[src/rtl/passcode_controller.sv]
// Keypad passcode checker: buffers entered digits, compares them one per two-cycle
// slot through an external registered comparator, and drives unlock/deny/lockout.
module passcode_controller #(
  parameter int                    CODE_LEN     = 4,
  parameter logic [CODE_LEN*4-1:0] DEFAULT_CODE = 16'h1234,
  parameter int                    MAX_TRIES    = 3,
  parameter int                    GRANT_CYCLES = 50,
  parameter int                    LOCK_CYCLES  = 1000
) (
  input  logic       clk,
  input  logic       rst,
  input  logic       key_valid,
  input  logic [3:0] key_digit,
  input  logic       key_clear,
  input  logic       prog_en,
  output logic [3:0] cmp_a,
  output logic [3:0] cmp_b,
  output logic       cmp_en,
  input  logic       cmp_eq,
  output logic       unlock,
  output logic       deny,
  output logic       locked,
  output logic       alarm,
  output logic       busy,
  output logic [1:0] fail_count
);

  localparam int TMAX = (GRANT_CYCLES > LOCK_CYCLES) ? GRANT_CYCLES : LOCK_CYCLES;
  localparam int TW   = $clog2(TMAX + 1);
  localparam int IW   = (CODE_LEN > 2) ? $clog2(CODE_LEN) : 1;
  localparam logic [IW-1:0] LAST_IDX = IW'(CODE_LEN - 1);

  typedef enum logic [2:0] {
    S_IDLE, S_ENTRY, S_CHK_ISSUE, S_CHK_READ, S_GRANT, S_DENY, S_LOCKOUT, S_PROG
  } state_t;

  // Element 0 is the first digit entered, i.e. the most significant nibble.
  typedef logic [0:CODE_LEN-1][3:0] digits_t;

  state_t          state_q, state_d;
  logic [IW-1:0]   idx_q, idx_d;
  logic            match_q, match_d;
  logic [TW-1:0]   timer_q, timer_d;
  logic [1:0]      fail_q, fail_d;
  digits_t         entry_q, entry_d;
  digits_t         new_q, new_d;
  digits_t         code_q, code_d;
  logic [3:0]      cmp_a_q, cmp_a_d, cmp_b_q, cmp_b_d;
  logic            cmp_en_q, cmp_en_d, unlock_q, unlock_d, deny_q, deny_d;
  logic            locked_q, locked_d, alarm_q, alarm_d, busy_q, busy_d;

  always_comb begin
    state_d = state_q;
    idx_d   = idx_q;
    match_d = match_q;
    timer_d = timer_q;
    fail_d  = fail_q;
    entry_d = entry_q;
    new_d   = new_q;
    code_d  = code_q;

    case (state_q)
      S_IDLE: begin
        if (key_clear) begin
          idx_d = '0;
        end else if (key_valid) begin
          entry_d[0] = key_digit;
          idx_d      = IW'(1);
          state_d    = S_ENTRY;
        end else begin
          idx_d = '0;
        end
      end
      S_ENTRY: begin
        if (key_clear) begin
          idx_d   = '0;
          state_d = S_IDLE;
        end else if (key_valid) begin
          entry_d[idx_q] = key_digit;
          if (idx_q == LAST_IDX) begin
            idx_d   = '0;
            match_d = 1'b1;
            state_d = S_CHK_ISSUE;
          end else begin
            idx_d = idx_q + IW'(1);
          end
        end else begin
          state_d = S_ENTRY;
        end
      end
      S_CHK_ISSUE: begin
        state_d = S_CHK_READ;
      end
      // Every slot is visited regardless of earlier mismatches so check time is constant.
      S_CHK_READ: begin
        match_d = match_q & cmp_eq;
        if (idx_q != LAST_IDX) begin
          idx_d   = idx_q + IW'(1);
          state_d = S_CHK_ISSUE;
        end else if (match_d) begin
          idx_d   = '0;
          fail_d  = 2'd0;
          timer_d = TW'(GRANT_CYCLES - 1);
          state_d = S_GRANT;
        end else begin
          idx_d   = '0;
          fail_d  = fail_q + 2'd1;
          state_d = S_DENY;
        end
      end
      S_GRANT: begin
        if (prog_en) begin
          idx_d   = '0;
          state_d = S_PROG;
        end else if (timer_q == '0) begin
          state_d = S_IDLE;
        end else begin
          timer_d = timer_q - TW'(1);
        end
      end
      S_DENY: begin
        if (fail_q == 2'(MAX_TRIES)) begin
          timer_d = TW'(LOCK_CYCLES - 1);
          state_d = S_LOCKOUT;
        end else begin
          state_d = S_IDLE;
        end
      end
      S_LOCKOUT: begin
        if (timer_q == '0) begin
          fail_d  = 2'd0;
          state_d = S_IDLE;
        end else begin
          timer_d = timer_q - TW'(1);
        end
      end
      // The stored code is only replaced once a complete new code has been keyed.
      S_PROG: begin
        if (key_clear) begin
          idx_d   = '0;
          state_d = S_IDLE;
        end else if (key_valid) begin
          new_d[idx_q] = key_digit;
          if (idx_q == LAST_IDX) begin
            code_d  = new_d;
            idx_d   = '0;
            state_d = S_IDLE;
          end else begin
            idx_d = idx_q + IW'(1);
          end
        end else begin
          state_d = S_PROG;
        end
      end
      default: begin
        idx_d   = '0;
        state_d = S_IDLE;
      end
    endcase

    unlock_d = (state_d == S_GRANT);
    deny_d   = (state_d == S_DENY);
    locked_d = (state_d == S_LOCKOUT);
    alarm_d  = (state_d == S_LOCKOUT);
    busy_d   = (state_d == S_CHK_ISSUE) || (state_d == S_CHK_READ) ||
               (state_d == S_GRANT) || (state_d == S_LOCKOUT);
    cmp_en_d = (state_d == S_CHK_ISSUE);
    if (cmp_en_d) begin
      cmp_a_d = entry_d[idx_d];
      cmp_b_d = code_d[idx_d];
    end else begin
      cmp_a_d = 4'h0;
      cmp_b_d = 4'h0;
    end
  end

  always_ff @(posedge clk or posedge rst) begin
    if (rst) begin
      state_q  <= S_IDLE;
      idx_q    <= '0;
      match_q  <= 1'b0;
      timer_q  <= '0;
      fail_q   <= 2'd0;
      entry_q  <= '0;
      new_q    <= '0;
      code_q   <= DEFAULT_CODE;
      cmp_a_q  <= 4'h0;
      cmp_b_q  <= 4'h0;
      cmp_en_q <= 1'b0;
      unlock_q <= 1'b0;
      deny_q   <= 1'b0;
      locked_q <= 1'b0;
      alarm_q  <= 1'b0;
      busy_q   <= 1'b0;
    end else begin
      state_q  <= state_d;
      idx_q    <= idx_d;
      match_q  <= match_d;
      timer_q  <= timer_d;
      fail_q   <= fail_d;
      entry_q  <= entry_d;
      new_q    <= new_d;
      code_q   <= code_d;
      cmp_a_q  <= cmp_a_d;
      cmp_b_q  <= cmp_b_d;
      cmp_en_q <= cmp_en_d;
      unlock_q <= unlock_d;
      deny_q   <= deny_d;
      locked_q <= locked_d;
      alarm_q  <= alarm_d;
      busy_q   <= busy_d;
    end
  end

  assign cmp_a      = cmp_a_q;
  assign cmp_b      = cmp_b_q;
  assign cmp_en     = cmp_en_q;
  assign unlock     = unlock_q;
  assign deny       = deny_q;
  assign locked     = locked_q;
  assign alarm      = alarm_q;
  assign busy       = busy_q;
  assign fail_count = fail_q;

endmodule

[config.mk]
export PLATFORM = sky130hd
export DESIGN_NAME = passcode_controller
export DESIGN_NICKNAME = d
export VERILOG_FILES = /design/src/rtl/passcode_controller.sv
export SDC_FILE = /design/constraint.sdc
export NUM_CORES = 1
export LEC_CHECK = 0
export ABC_AREA = 1
export CAP_MARGIN = 10
export CORE_MARGIN = 2
export CORE_UTILIZATION = 59
export CTS_CLUSTER_SIZE = 28
export DETAILED_ROUTE_END_ITERATION = 10
export PLACE_DENSITY = 0.88
export SLEW_MARGIN = 20
export SYNTH_ARGS = -nofsm -noshare
export SYNTH_HDL_FRONTEND = slang
export SYNTH_SLANG_ARGS = --single-unit
[constraint.sdc]
create_clock -name clk -period 2.89 [get_ports clk]
set_input_delay 0.7225 -clock clk [delete_from_list [all_inputs] [get_ports clk]]
set_output_delay 0.7225 -clock clk [all_outputs]
set_load 0.02 [all_outputs]
Word-level counts from Yosys, hierarchy flattened
Cells that the tools add are included.
{"block": "totals", "out_inout_bits": 16, "word_cells": 129, "register_bits": 79, "inputBits": 10}
{"block": "op_classes", "reduce_logical": 14, "muxes": 58, "n_eq_ne": 23, "order_cmp": 3, "addsub": 3, "n_bitwise": 4}
{"op": "$mux W16", "count": 6}
{"op": "$mux W10", "count": 5}
{"op": "$pmux W10 S4", "count": 1}
{"op": "$mux W3", "count": 12}
{"op": "$mux W4", "count": 9}
{"op": "$bwmux W16", "count": 2}
{"op": "$pmux W3 S8", "count": 1}
{"op": "$eq A3 B3 Y1 const B", "count": 7}
{"op": "$ne A2 B2 Y1 const B", "count": 9}
{"op": "$bmux W4 S2", "count": 2}
{"op": "$mux W2", "count": 8}
{"op": "$eq A3 B2 Y1 const B", "count": 4}
{"op": "$mux W12", "count": 1}
{"op": "$logic_not A10 Y1", "count": 1}
{"op": "$sub A10 B1 Y10 const B", "count": 1}
{"op": "$demux W4 S2", "count": 1}
{"op": "$pmux W2 S4", "count": 1}
{"op": "$pmux W4 S2", "count": 1}
{"op": "$ge A3 B3 Y1 const B", "count": 2}
{"op": "$mux W1", "count": 6}
{"op": "$not A2 Y3", "count": 2}
{"op": "$reduce_and A3 Y1", "count": 2}
{"op": "$reduce_and A5 Y1", "count": 1}
{"op": "$add A2 B1 Y2 const B", "count": 2}
{"op": "other kinds (14)", "count": 18}

Logic depth before layout (Yosys ltp)
{"block": "depth", "ltp_word": 14, "ltp_mapped": 13, "mapped_depth_nobuf": 11}

Least setup slack after synthesis
OpenSTA, ideal clock, no wires.
{"block": "synth_path", "path_kind": "input to register", "startpoint": "input key_valid", "endpoint": "register cmp_a_q[2], in the netlist cmp_a[2]", "setup_time_ns": 0.121, "arrival_time_ns": 1.689, "path_buffers": 1, "path_stages": 10, "setup_slack_ns": 1.080, "path_cell_list": "inv_2 > nor2_1 > nand3_1 > nand3_1 > inv_1 > nand2_1 > buf_2 > nand3_1 > nand3_1 > a21oi_1"}
{"block": "synth_between", "elab_chain_cells": 8, "word_cells_on_any_way": 24}
{"element": "start: declaration", "line": "12", "rtl": "input logic key_valid,"}
{"element": "$mux W2 or $mux W1 (tied branches)", "line": "142, 66"}
{"element": "$mux W2 or $mux W1 (tied branches)", "line": "139, 64"}
{"element": "$pmux W2 S4", "line": "62", "rtl": "case (state_q)"}
{"element": "$not A2 Y3 (implied by the code)", "line": "169", "rtl": "cmp_a_d = entry_d[idx_d];"}
{"element": "$bmux W4 S2", "line": "169"}
{"element": "$mux W4 (implied by the code) (2 in series)", "line": "169"}
{"element": "$mux W4 *", "line": "168", "rtl": "if (cmp_en_d) begin"}
{"element": "named net cmp_a_d[2]", "line": "48", "rtl": "logic [3:0] cmp_a_q, cmp_a_d, cmp_b_q, cmp_b_d;"}
{"element": "end signal: assignment", "line": "204", "rtl": "cmp_a_q <= cmp_a_d;"}
{"element": "end: declaration", "line": "48"}
The timed path passes the listed nets; every way through them passes the cells marked *. The select of a mux whose other input is x is not followed.
A chain may end at the register's enable or synchronous reset.

Worst setup path after layout
{"block": "layout_path", "startpoint": "input key_valid", "endpoint": "register cmp_a_q[3], in the netlist cmp_a[3]"}
Same word-level chain as after synthesis.

==> run_results.csv <==
group,metric,value,unit
run_status,status,"finished clean",
sta,max-slew-margin-rel,61.9,%
clock_network,postCtsSetupBuffers,0,
synthesis,synth.ff_latch_count,75,
route,first_pass_iters,5,
hold_path,min_path_type,"flop to flop",
final_layout,final_nets,555,
synthesis,yosysWarningCount,0,
sta,worstMarginPinSlew,0.570,ns
route,finalWirelength,8720,um
sta,min_period,2.33,ns
clock_network,clk_path_buf_depth,2,
worst_setup_path,crit_type,"primary input to flop",
sta,rsz0062_at_grt,"no",
synthesis,synth_cells,514,
power,switching_share,44.0,%
power,p_sw,1910,uW
global_route,grt_use_met3,4.28,%
sta,drv_slew,0,
worst_setup_path,cp_max_fo,13,
global_route,grt_pass1_vias,3263,
final_layout,fin_cells,621,
synthesis,ys_seq_area_share,48.1,%
power,seqPwrFrac,37.1,%
synthesis,yosysUniqueCellTypes,31,
final_layout,final_common_cell,"nand2_1",
clock_network,cts_tree,"done",
power,clockPowerShare,17.1,%
worst_setup_path,crit_path_end_kind,"flop",
power,leakagePower,0.00229,uW
global_route,grt_pass1_wl,14500,um
final_layout,area_growth,12.5,%
route,ant_nets,0,
power,ir_drop,0.614,mV
worst_setup_path,worstSetupStartpointType,"primary input",
power,p_comb_share,45.7,%
sta,setup_tns,0,ns
clock_network,cts_root_buffer,"clkbuf_8",
floorplan,initial_core_util,61.2,%
sta,setup_violations,0,
final_layout,nFillCells,478,
route,num_vias,3410,
sta,maxClockFrequency,429,MHz
route,drt_iter0_drc,280,
route,wl_per_cell,14.0,um
synthesis,synthesis.area,3910,um^2
clock_network,cts_max_level,3,
final_layout,drive_above_1_share,8.64,%
global_route,met2_usage,40.8,%
floorplan,io_pins,26,
placed_design,port-buffer-count,25,
placed_design,gp_congestion,0.932,
global_route,met1_usage,33.3,%
final_layout,final_cell_mix,"nand2_1, inv_1, dfrtp_1",
floorplan,fp.dieH,85.4,um
worst_setup_path,cp.required,3.17,ns
placed_design,post-dp-hpwl,5980,um
route,drc_errors,0,
placed_design,placedCellCount,605,
sta,whs,0.472,ns
global_route,grt_util_all_layers,25.3,%
clock_network,ctsHoldBuffers,0,
power,power_density,987,nW/um^2
clock_network,worstSkewPairLatency,0.35,ns
run,maxCapViolCount,0,
synthesis,syn_area_per_cell,7.61,um^2
clock_network,clk_pin_slew,0.08,ns
floorplan,dieArea,7300,um^2
synthesis,synth_nets,530,
global_route,antenna_found_initial,0,
sta,clock_skew,0.00776,ns
clock_network,cts_buffers,9,
clock_network,clock-sinks,75,
floorplan,rows,29,
global_route,gr-total-overflow,0,
final_layout,antenna_cells,0,
clock_network,post_cts_resized,0,
global_route,grt_max_degree,54,
power,power.internal,2430,uW
sta,finalCritPeriodShare,80.7,%
route,viasPerCell,5.49,
floorplan,fp.dieW,85.4,um
global_route,busiest_layer,"met2",
floorplan,core,6390,um^2
worst_setup_path,worstPathArrival,2.61,ns
sta,timing_hold_violations_final,0,
[metrics by stage]
stage / worst slack (ns) / instance area, um^2 / total power, uW / util, %
after floorplan: 0.266 / 3910 / 3030 / -
after global placement: 0.358 / 4220 / 3490 / 66.1
after detailed placement: 0.247 / 4220 / 3570 / 66.1
after CTS: 0.604 / 4400 / 4320 / 68.9
after global routing: 0.406 / 4400 / 4660 / 68.9
final: 0.556 / 4400 / 4340 / 68.9
[critical path, stage by stage]
cell	delay, ns
clkdlybuf4s50_1	0.51
inv_2	0.05
nor2_1	0.25
nand2_1	0.09
nand2_1	0.11
a21oi_1	0.08
nand2_1	0.35
nand3_1	0.16
nand3_1	0.11
nand2_1	0.06
nor2_1	0.10
[logic make-up (layout without fill, tap and decap cells)]
kind of cell	after synthesis	count (layout)	share of synthesized area (%)
XOR/XNOR	6	6	1.34
adder cells (fa/ha/maj)	6	6	1.92
buffers and inverters	107	137	10.9
AND/OR/NAND/NOR	234	234	25.7
flip-flops	75	75	48.1
AO/OA/AOI/OAI	86	86	12.0
[sequential cells by signal, summed over array words and instances, names as in the netlist]
register / cells
cmp_b: 4
new_q: 12
cmp_a: 4
fail_count: 2
idx_q: 2
state_q: 3
entry_q: 16
match_q: 1
busy: 1
alarm: 1
timer_q: 10
code_q: 16
cmp_en: 1
unlock: 1
deny: 1
[cell usage after synthesis]
cell       count  area (um^2)
buf_4          4         30.0
clkbuf_1       2         7.51
a22oi_1        1         7.51
dfrtp_1       70         1750
xor2_1         4         35.0
nand3_1       44          220
o211ai_1       3         22.5
nor2_4         2         22.5
inv_2          6         22.5
xnor2_1        2         17.5
nor2_2         1         6.26
buf_1          1         3.75
nand3b_1       2         15.0
ha_1           6         75.1
dfstp_2        5          131
nand2_2        6         37.5
nand4_1        2         12.5
buf_2          9         45.0
nor3_1         4         20.0
or2_2          3         18.8
clkinv_1       1         3.75
nand3_2        2         20.0
nor2_1        42          158
a21oi_2        1         8.76
o2111ai_1      2         17.5
o21ai_0       37          185
nand2_1      126          473
o21a_1         7         52.6
a21oi_1       21          105
o21ai_1       14         70.1
inv_1         84          315
[routing by layer]
layer / part of all wire, % / routed length (um)
met5: 0 / 0
met4: 2.4 / 210
met3: 5.4 / 470
met2: 47 / 4140
met1: 45 / 3900
[final timing paths]
check / depth (start not counted) / endpoint / from / slack, ns
max: 11 / cmp_a[3] / key_valid / 0.56
max reg2reg: 9 / cmp_a[3] / state_q[0] / 0.58
min reg2reg: 2 / code_q[1] / code_q[1] / 0.47
min in group asynchronous: 2 / timer_q[3] / rst / 0.72
max in group asynchronous: 3 / code_q[2] / rst / 1.47
min: 2 / code_q[1] / code_q[1] / 0.47
[power groups by stage]
| stage | clock (uW) | sequential [uW] | combinational [uW] |
|---|---|---|---|
| 3_5_place_dp | 0 | 1630 | 1940 |
| 4_1_cts | 745 | 1610 | 1960 |
| 2_1_floorplan | 0 | 1640 | 1390 |
| 6_report | 744 | 1610 | 1980 |
| 5_1_grt | 792 | 1650 | 2220 |
| 3_3_place_gp | 0 | 1610 | 1870 |
[layout make-up]
class | count | area (um^2) | share of cell area (%)
clock inverters | 5 | 36.3 | 0.825
well taps | 77 | 96.3 | 2.19
repair buffers | 30 | 300 | 6.83
multi-input cells | 332 | 1600 | 36.4
inverters | 91 | 342 | 7.76
flip-flops and latches | 75 | 1880 | 42.8
clock buffers | 11 | 141 | 3.21
No activity file was read; power rests on OpenSTA's default activity.
